===== src/rtl/mem_arb_pkg.sv =====
// Shared types and constants for the two-master memory arbiter.
package mem_arb_pkg;

  typedef enum logic [1:0] {
    IDLE  = 2'd0,
    ISSUE = 2'd1,
    WAIT  = 2'd2,
    RESP  = 2'd3
  } arb_state_t;

  typedef logic req_id_t;

  localparam req_id_t REQ_CORE = 1'b0;
  localparam req_id_t REQ_AUX  = 1'b1;

  localparam int unsigned DATA_W  = 32;
  localparam int unsigned FUNC3_W = 3;

endpackage


===== src/rtl/mem_arbiter_rr_picker.sv =====
// Combinational round-robin winner select between two requesters.
module rr_picker
  import mem_arb_pkg::*;
(
  input  logic req_0,
  input  logic req_1,
  input  logic prio,
  output logic any_req,
  output logic winner
);

  // A lone requester wins outright; on a tie the pointer decides.
  always_comb begin
    any_req = req_0 | req_1;
    winner  = REQ_CORE;
    if (req_0 && req_1) begin
      winner = prio;
    end else if (req_1) begin
      winner = REQ_AUX;
    end
  end

endmodule


===== src/rtl/mem_arbiter.sv =====
// Shares one single-ported memory between the core and a loader/debug master.
module mem_arbiter
  import mem_arb_pkg::*;
#(
  parameter int unsigned ADDR_W       = 32,
  parameter int unsigned READ_LATENCY = 1
) (
  input  logic                clk,
  input  logic                rst_n,
  input  logic                req_0,
  input  logic                wen_0,
  input  logic [ADDR_W-1:0]   addr_0,
  input  logic [DATA_W-1:0]   wd_0,
  input  logic [FUNC3_W-1:0]  func3_0,
  input  logic                req_1,
  input  logic                wen_1,
  input  logic [ADDR_W-1:0]   addr_1,
  input  logic [DATA_W-1:0]   wd_1,
  input  logic [FUNC3_W-1:0]  func3_1,
  output logic                gnt_0,
  output logic                gnt_1,
  output logic                resp_valid_0,
  output logic                resp_valid_1,
  output logic [DATA_W-1:0]   rdata,
  output logic                mem_wen,
  output logic [ADDR_W-1:0]   mem_ra,
  output logic [ADDR_W-1:0]   mem_wa,
  output logic [DATA_W-1:0]   mem_wd,
  output logic [FUNC3_W-1:0]  mem_func3,
  input  logic [DATA_W-1:0]   mem_rd
);

  localparam int unsigned CNT_W = $clog2(READ_LATENCY + 1);

  arb_state_t          state_q, state_d;
  logic                prio_q, prio_d;
  logic [CNT_W-1:0]    cnt_q, cnt_d;
  logic                wen_q, wen_d;
  logic [ADDR_W-1:0]   addr_q, addr_d;
  logic [DATA_W-1:0]   wd_q, wd_d;
  logic [FUNC3_W-1:0]  func3_q, func3_d;
  logic                owner_q, owner_d;
  logic [DATA_W-1:0]   rdata_q, rdata_d;
  logic                mem_wen_q, mem_wen_d;
  logic [1:0]          resp_valid_q, resp_valid_d;

  logic any_req;
  logic winner;

  rr_picker u_picker (
    .req_0   (req_0),
    .req_1   (req_1),
    .prio    (prio_q),
    .any_req (any_req),
    .winner  (winner)
  );

  // State and datapath registers; reset drops any in-flight transaction.
  always_ff @(posedge clk or negedge rst_n) begin
    if (!rst_n) begin
      state_q      <= IDLE;
      prio_q       <= 1'b0;
      cnt_q        <= '0;
      wen_q        <= 1'b0;
      addr_q       <= '0;
      wd_q         <= '0;
      func3_q      <= '0;
      owner_q      <= REQ_CORE;
      rdata_q      <= '0;
      mem_wen_q    <= 1'b0;
      resp_valid_q <= '0;
    end else begin
      state_q      <= state_d;
      prio_q       <= prio_d;
      cnt_q        <= cnt_d;
      wen_q        <= wen_d;
      addr_q       <= addr_d;
      wd_q         <= wd_d;
      func3_q      <= func3_d;
      owner_q      <= owner_d;
      rdata_q      <= rdata_d;
      mem_wen_q    <= mem_wen_d;
      resp_valid_q <= resp_valid_d;
    end
  end

  // Next-state, grant and registered-output decode. mem_wen and resp_valid
  // are computed one cycle early so they are flop outputs in ISSUE / RESP.
  always_comb begin
    state_d      = state_q;
    prio_d       = prio_q;
    cnt_d        = cnt_q;
    wen_d        = wen_q;
    addr_d       = addr_q;
    wd_d         = wd_q;
    func3_d      = func3_q;
    owner_d      = owner_q;
    rdata_d      = rdata_q;
    mem_wen_d    = 1'b0;
    resp_valid_d = '0;
    gnt_0        = 1'b0;
    gnt_1        = 1'b0;

    unique case (state_q)
      IDLE: begin
        if (any_req) begin
          gnt_0   = (winner == REQ_CORE);
          gnt_1   = (winner == REQ_AUX);
          owner_d = winner;
          prio_d  = ~winner;
          if (winner == REQ_AUX) begin
            wen_d   = wen_1;
            addr_d  = addr_1;
            wd_d    = wd_1;
            func3_d = func3_1;
          end else begin
            wen_d   = wen_0;
            addr_d  = addr_0;
            wd_d    = wd_0;
            func3_d = func3_0;
          end
          mem_wen_d = wen_d;
          state_d   = ISSUE;
        end
      end
      ISSUE: begin
        if (wen_q) begin
          resp_valid_d[owner_q] = 1'b1;
          state_d               = RESP;
        end else begin
          cnt_d   = CNT_W'(READ_LATENCY - 1);
          state_d = WAIT;
        end
      end
      WAIT: begin
        if (cnt_q == '0) begin
          rdata_d               = mem_rd;
          resp_valid_d[owner_q] = 1'b1;
          state_d               = RESP;
        end else begin
          cnt_d = cnt_q - CNT_W'(1);
        end
      end
      RESP: begin
        state_d = IDLE;
      end
      default: begin
        state_d = IDLE;
      end
    endcase
  end

  // Memory port and response outputs come straight from flops; the address
  // therefore holds its last latched value outside ISSUE/WAIT.
  assign mem_wen      = mem_wen_q;
  assign mem_ra       = addr_q;
  assign mem_wa       = addr_q;
  assign mem_wd       = wd_q;
  assign mem_func3    = func3_q;
  assign resp_valid_0 = resp_valid_q[0];
  assign resp_valid_1 = resp_valid_q[1];
  assign rdata        = rdata_q;

endmodule


===== config.mk =====
export PLATFORM = sky130hd
export DESIGN_NAME = mem_arbiter
export DESIGN_NICKNAME = d
export VERILOG_FILES = /design/src/rtl/mem_arb_pkg.sv /design/src/rtl/mem_arbiter_rr_picker.sv /design/src/rtl/mem_arbiter.sv
export SDC_FILE = /design/constraint.sdc
export NUM_CORES = 1
export LEC_CHECK = 0
export ABC_AREA = 1
export CAP_MARGIN = 40
export CORE_MARGIN = 4
export CORE_UTILIZATION = 36
export CTS_BUF_LIST = sky130_fd_sc_hd__clkbuf_2 sky130_fd_sc_hd__clkbuf_4 sky130_fd_sc_hd__clkbuf_8
export CTS_CLUSTER_DIAMETER = 120
export DETAILED_ROUTE_END_ITERATION = 10
export HOLD_SLACK_MARGIN = 0.03
export MAX_ROUTING_LAYER = met4
export PLACE_DENSITY = 0.87
export SETUP_SLACK_MARGIN = 0.5
export SYNTH_ARGS = -nofsm -noshare
export SYNTH_HDL_FRONTEND = slang
export SYNTH_SLANG_ARGS = --single-unit

===== constraint.sdc =====
create_clock -name clk -period 1.4 [get_ports clk]
set_input_delay 0.28 -clock clk [delete_from_list [all_inputs] [get_ports clk]]
set_output_delay 0.28 -clock clk [all_outputs]
set_load 0.03 [all_outputs]

* Yosys cells after proc, flatten, opt, wreduce, memory -nomap -nowiden
Cells that the tools add are included.
Cells by class: $mul 0, divide/modulo/power cells 0, bitwise operators 3, magnitude comparators 2, multiplexer cells 24, add/subtract/negate cells 1, reduce and logical (&&, ||, !) cells 8, equal/unequal tests 6, shift operators 0
Operator list (count):
- 32-bit two-way mux | 2
- 1-bit two-way mux | 13
- 2-bit two-way mux | 4
- 2-bit one-hot mux with 4 select lines | 1
- 2-bit AND reduction | 4
- 2-bit inequality test, second input constant | 3
- 2-bit == test, second input constant | 2
- 2-bit one-hot mux with 2 select lines | 1
- 3-bit two-way mux | 1
- 2-bit by 1-bit == test with 1-bit output, second input constant | 1
- 1-bit logical AND | 2
- 2-bit zero test | 1
- 1-bit by 2-bit less-than comparator with 1-bit output, second input constant | 1
- 1-bit NOT | 2
- 1-bit one-hot mux with 2 select lines | 1
- 2-bit nonzero test | 1
- 1-bit demux with 1-bit select | 1
- 1-bit >= comparator, second input constant | 1
- 1-bit OR | 1
- 1-bit subtractor, second input constant | 1
Word-level totals: bits in latches 0, memories 0, word-level logic and storage cells 55, RAM bits 0, bits in read-only memories 0, register bits after elaboration 108, output and inout bits 136

* Depth between registers and ports, before layout
Gate-level depths: netlist of run 1.
depth in word-level cells 6, gate-level depth with buffers 9, mapped depth without buffers 7

* Modules after synthesis
From an unflattened synthesis of run 1, not the netlist that was laid out.
Unflattened totals: cells, all modules 717, area total of the unflattened synthesis 5197.5 um^2
Modules (own cells, without submodules):
- mem_arbiter | instances 1, area an instance 5175.0 um^2, cells an instance 712
- rr_picker | instances 1, area an instance 22.5 um^2, cells an instance 5

* Worst setup path before layout of run 1
OpenSTA, ideal clock, no wires.
path type register -> register, from register state_q[0], to register rdata_q[10] (netlist: rdata[10]), arrival time 1371 ps, buffers on the path 2, setup slack -96 ps, cell stages (with the launch flop) 6, required time 1275 ps, cells stage by stage dfrtp_1 inv_1 ha_1 clkbuf_1 buf_2 mux2_2
On the way: cells in the longest elaborated chain, start to end 2
Ends and longest elaborated chain:
- start, declared | RTL line mem_arbiter.sv:35 | arb_state_t state_q, state_d;
- start signal, assigned | RTL line mem_arbiter.sv:73 | state_q <= state_d;
- 2-bit == test | RTL line mem_arbiter.sv:104 | unique case (state_q)
- 2-bit AND reduction (no line)
- end signal, assigned | RTL line mem_arbiter.sv:81 | rdata_q <= rdata_d;
- end, declared | RTL line mem_arbiter.sv:43 | logic [DATA_W-1:0] rdata_q, rdata_d;
No other way between the ends. A chain may end at the register's enable or synchronous reset.

* Worst setup path after layout of run 1
from register state_q[1], to output port gnt_0
On the way: cells in the longest elaborated chain, start to end 2
Ends and longest elaborated chain:
- 2-bit zero test | RTL line mem_arbiter.sv:104
- 1-bit two-way mux | RTL line mem_arbiter.sv:104
- end, declared | RTL line mem_arbiter.sv:20 | output logic gnt_0,
No other way between the ends.

==> results of run 1 <==
[critical path: stages (launching register included)]
cell     delay (ns)
dfrtp_1        0.40
inv_2          0.08
ha_4           0.15
inv_4          0.04
nor2_4         0.10
nand2_2        0.08
inv_4          0.07
buf_12         0.11
[through the flow]
stage | utilization (%) | instance area [um2]
floorplan | - | 5832
global placement | 58.45 | 8919
detailed placement | 58.45 | 8919
CTS | 61.82 | 9433
global route | 63.05 | 9620
finish | 63.05 | 9620
[worst max path at each step]
| stage | start | to | cells after the start | slack, ns |
|---|---|---|---|---|
| after floorplan | state_q[0]$_DFFE_PN0P_ | rdata[10]$_DFFE_PN0N_ | 5 | 0.05 |
| after global placement | req_0 | gnt_0 | 6 | -0.23 |
| after detailed placement | req_0 | mem_ra[3]$_DFFE_PN0P_ | 6 | -0.27 |
| after CTS | state_q[0]$_DFFE_PN0P_ | gnt_0 | 7 | -0.33 |
| after global routing | state_q[1]$_DFFE_PN0P_ | gnt_0 | 7 | -0.38 |
| final | state_q[1]$_DFFE_PN0P_ | gnt_0 | 7 | -0.29 |
[final cells by class]
class	count	area (um2)	share of cell area, %
clock buffers	11	145.1	1.509
clock inverters	5	61.31	0.6373
inverters	145	549.3	5.709
multi-input cells	396	2024	21.04
flip-flops and latches	107	2719	28.26
well taps	211	264.0	2.744
repair buffers	358	3857	40.10
[cell families after synthesis]
| logic type | count (synthesis) | synth area share (%) |
|---|---|---|
| adders and majority gates | 4 | 0.8909 |
| buffers and inverters | 217 | 17.64 |
| DFF | 107 | 47.66 |
| muxes | 32 | 6.414 |
| AOI/OAI and AO/OA | 6 | 0.5344 |
| and+or+nand+nor | 354 | 26.86 |
[metal layers]
layer  up-vias  global-route usage, %  part of all wire [%]
met2       255                  35.16                    51
met5         -                      -                     0
met1      2549                  23.97                    39
met4         0                  6.409                   2.1
li1       2734                      -                     -
met3        32                  5.894                   8.0
[registers in the layout, indices dropped and copies added (netlist names)]
name          flops
mem_wen           1
resp_valid_q      2
mem_func3         3
mem_wd           32
state_q           2
mem_ra           32
prio_q            1
wen_q             1
owner_q           1
rdata            32
[layout by cell type, fill, tap and decap left out, types with 3 or more instances in the layout]
cell,netlist,layout
dfrtp_2,0,33
clkdlybuf4s50_1,0,169
nand2_2,0,3
nor2_1,5,4
mux2_4,0,3
buf_4,32,36
buf_12,0,15
dfrtp_1,107,74
o21ai_0,5,4
nand2_1,211,207
inv_2,1,4
buf_6,3,131
inv_1,144,139
ha_4,0,3
clkbuf_8,0,10
nand3_1,136,136
mux2_2,32,29
clkbuf_16,0,3
[power groups by stage]
stage | clock (uW) | combinational [uW] | sequential, uW
final | 2010 | 14400 | 6230
after global routing | 2200 | 15200 | 6450
after CTS | 2080 | 13900 | 6180
after detailed placement | 0 | 13100 | 5870
after global placement | 0 | 12900 | 5820
after floorplan | 0 | 5300 | 8690
[repair_timing]
action                                  CTS  global route
resized for setup                       900            21
hold buffers                              1             0
endpoints found under the setup margin  243           243
cloned                                    0             4
pin swaps                                 3             3
endpoints found under the hold margin   107             0
buffers inserted                         20             2
==> impl_metrics.json, run 1 <==
{
  "io_buffer_count": 307,
  "powerDensity_mw_per_mm2": 2354,
  "grt_antenna_before_repair": 0,
  "antenna_cells": 0,
  "start_kind": "flop",
  "path_max_fanout": 2,
  "synthToLayoutAreaGrowth_pct": 71.25,
  "die_h_um": 132.9,
  "switching_share_pct": 45.15,
  "drv_cap": 0,
  "clk_pin_slew_ns": 0.11,
  "clock_sinks": 107,
  "vias_per_cell": 4.517,
  "final_nets": 1193,
  "drt-wirelength-per-cell_um": 15.20,
  "worstPathRequired_ns": 1.12,
  "combPwrFrac_pct": 63.6,
  "clockPowerShare_pct": 8.9,
  "fin_crit_ns": 1.691,
  "grt_max_degree": 62,
  "setup_violations": 87,
  "fp.coreArea_mm2": 0.01526,
  "synth_async_sr_flop_share_pct": 100.0,
  "io_pins": 308,
  "yosysWarnings": 0,
  "skew_ns": 0.009294,
  "drtIter0Drc": 253,
  "hpwl_um": 13450,
  "r2r_cells": 9,
  "synthCells": 720,
  "cts-buffers-inserted": 9,
  "num-fill-cells": 1239,
  "grt_pass1_vias": 5557,
  "min_period_over_period_pct": 120.8,
  "drt-total-wl_um": 18740,
  "die_x_um": 132.9,
  "stdcell_count": 1233,
  "yosysTopAreaCellShare_pct": 47.66,
  "root_buffer": "clkbuf_8",
  "cts_tree": "done",
  "dieArea_mm2": 0.01767,
  "vias": 5570,
  "cts.htree.levels": 3,
  "end_kind": "output pin",
  "violations": "setup timing",
  "synthTopCellsByArea": "dfrtp_1 48%, nand2_1 14%, nand3_1 12%, inv_1 9.6%, mux2_2 6.4%",
  "ant_nets": 0,
  "r2r-start": "state_q[1]$_DFFE_PN0P_",
  "crit_type": "reg -> out",
  "p_int_uw": 12420,
  "reg2reg_to": "mem_wd[9]$_DFFE_PN0P_",
  "fmax_ghz": 0.5915,
  "p_sw_uw": 10230,
  "first_pass_iters": 4,
  "drv_slew": 0,
  "whs_ns": 0.2745,
  "synthTopCellsByCount": "211 x nand2_1, 144 x inv_1, 136 x nand3_1, 107 x dfrtp_1",
  "synthFlopType": "dfrtp_1",
  "yosysMostFrequentCell": "nand2_1",
  "insertion_delay_ns": 0.38,
  "gp_congestion": 0.8376,
  "synth_largest_area_cell": "dfrtp_1",
  "rsz0062_at_grt": "true",
  "route.detailed.drc": 0,
  "finalHoldViolCount": 0,
  "seqPwrFrac_pct": 27.5,
  "total_power_uw": 22650,
  "synth_cell_type_count": 17,
  "crit_arrival_ns": 1.41,
  "drive_gt1_share_pct": 27.98,
  "globalRouteOverflowTotal": 0,
  "outcome": "finished with violations",
  "hold_path.class": "in -> async",
  "start_util_pct": 36.82,
  "syn_area_per_cell_um2": 7.803,
  "pre_cts_slack_ns": -0.2697,
  "grtUsageTotal_pct": 20.79,
  "cts.path.max_buffers": 2,
  "seq_area_frac_synth_pct": 47.66,
  "synth_edf_count": 0,
  "num_rows": 45,
  "irDropWorstVdd_v": 0.001273,
  "worstMarginPinSlew_ns": 0.4639,
  "p_leak_uw": 0.005023,
  "r2r_slack_ns": -0.10,
  "ys_ff_latch": 107,
  "maxSlewHeadroom_pct": 69.07,
  "grt_pass1_wl_um": 28610,
  "fin_ws_ns": -0.2907,
  "tns_ns": -4.560,
  "netlist_area_mm2": 0.005618,
  "numPlacedInstances": 1190,
  "synth_fp_nets": 896
}
Note: power is estimated with default switching activity, not from simulation.
==> run 2: changes to the inputs <==
GPL_ROUTABILITY_DRIVEN = 0   (was default)
TNS_END_PERCENT = 100   (was default)
==> results of run 2 <==
Final layout, timing and power as in run 1 (identical DEF).
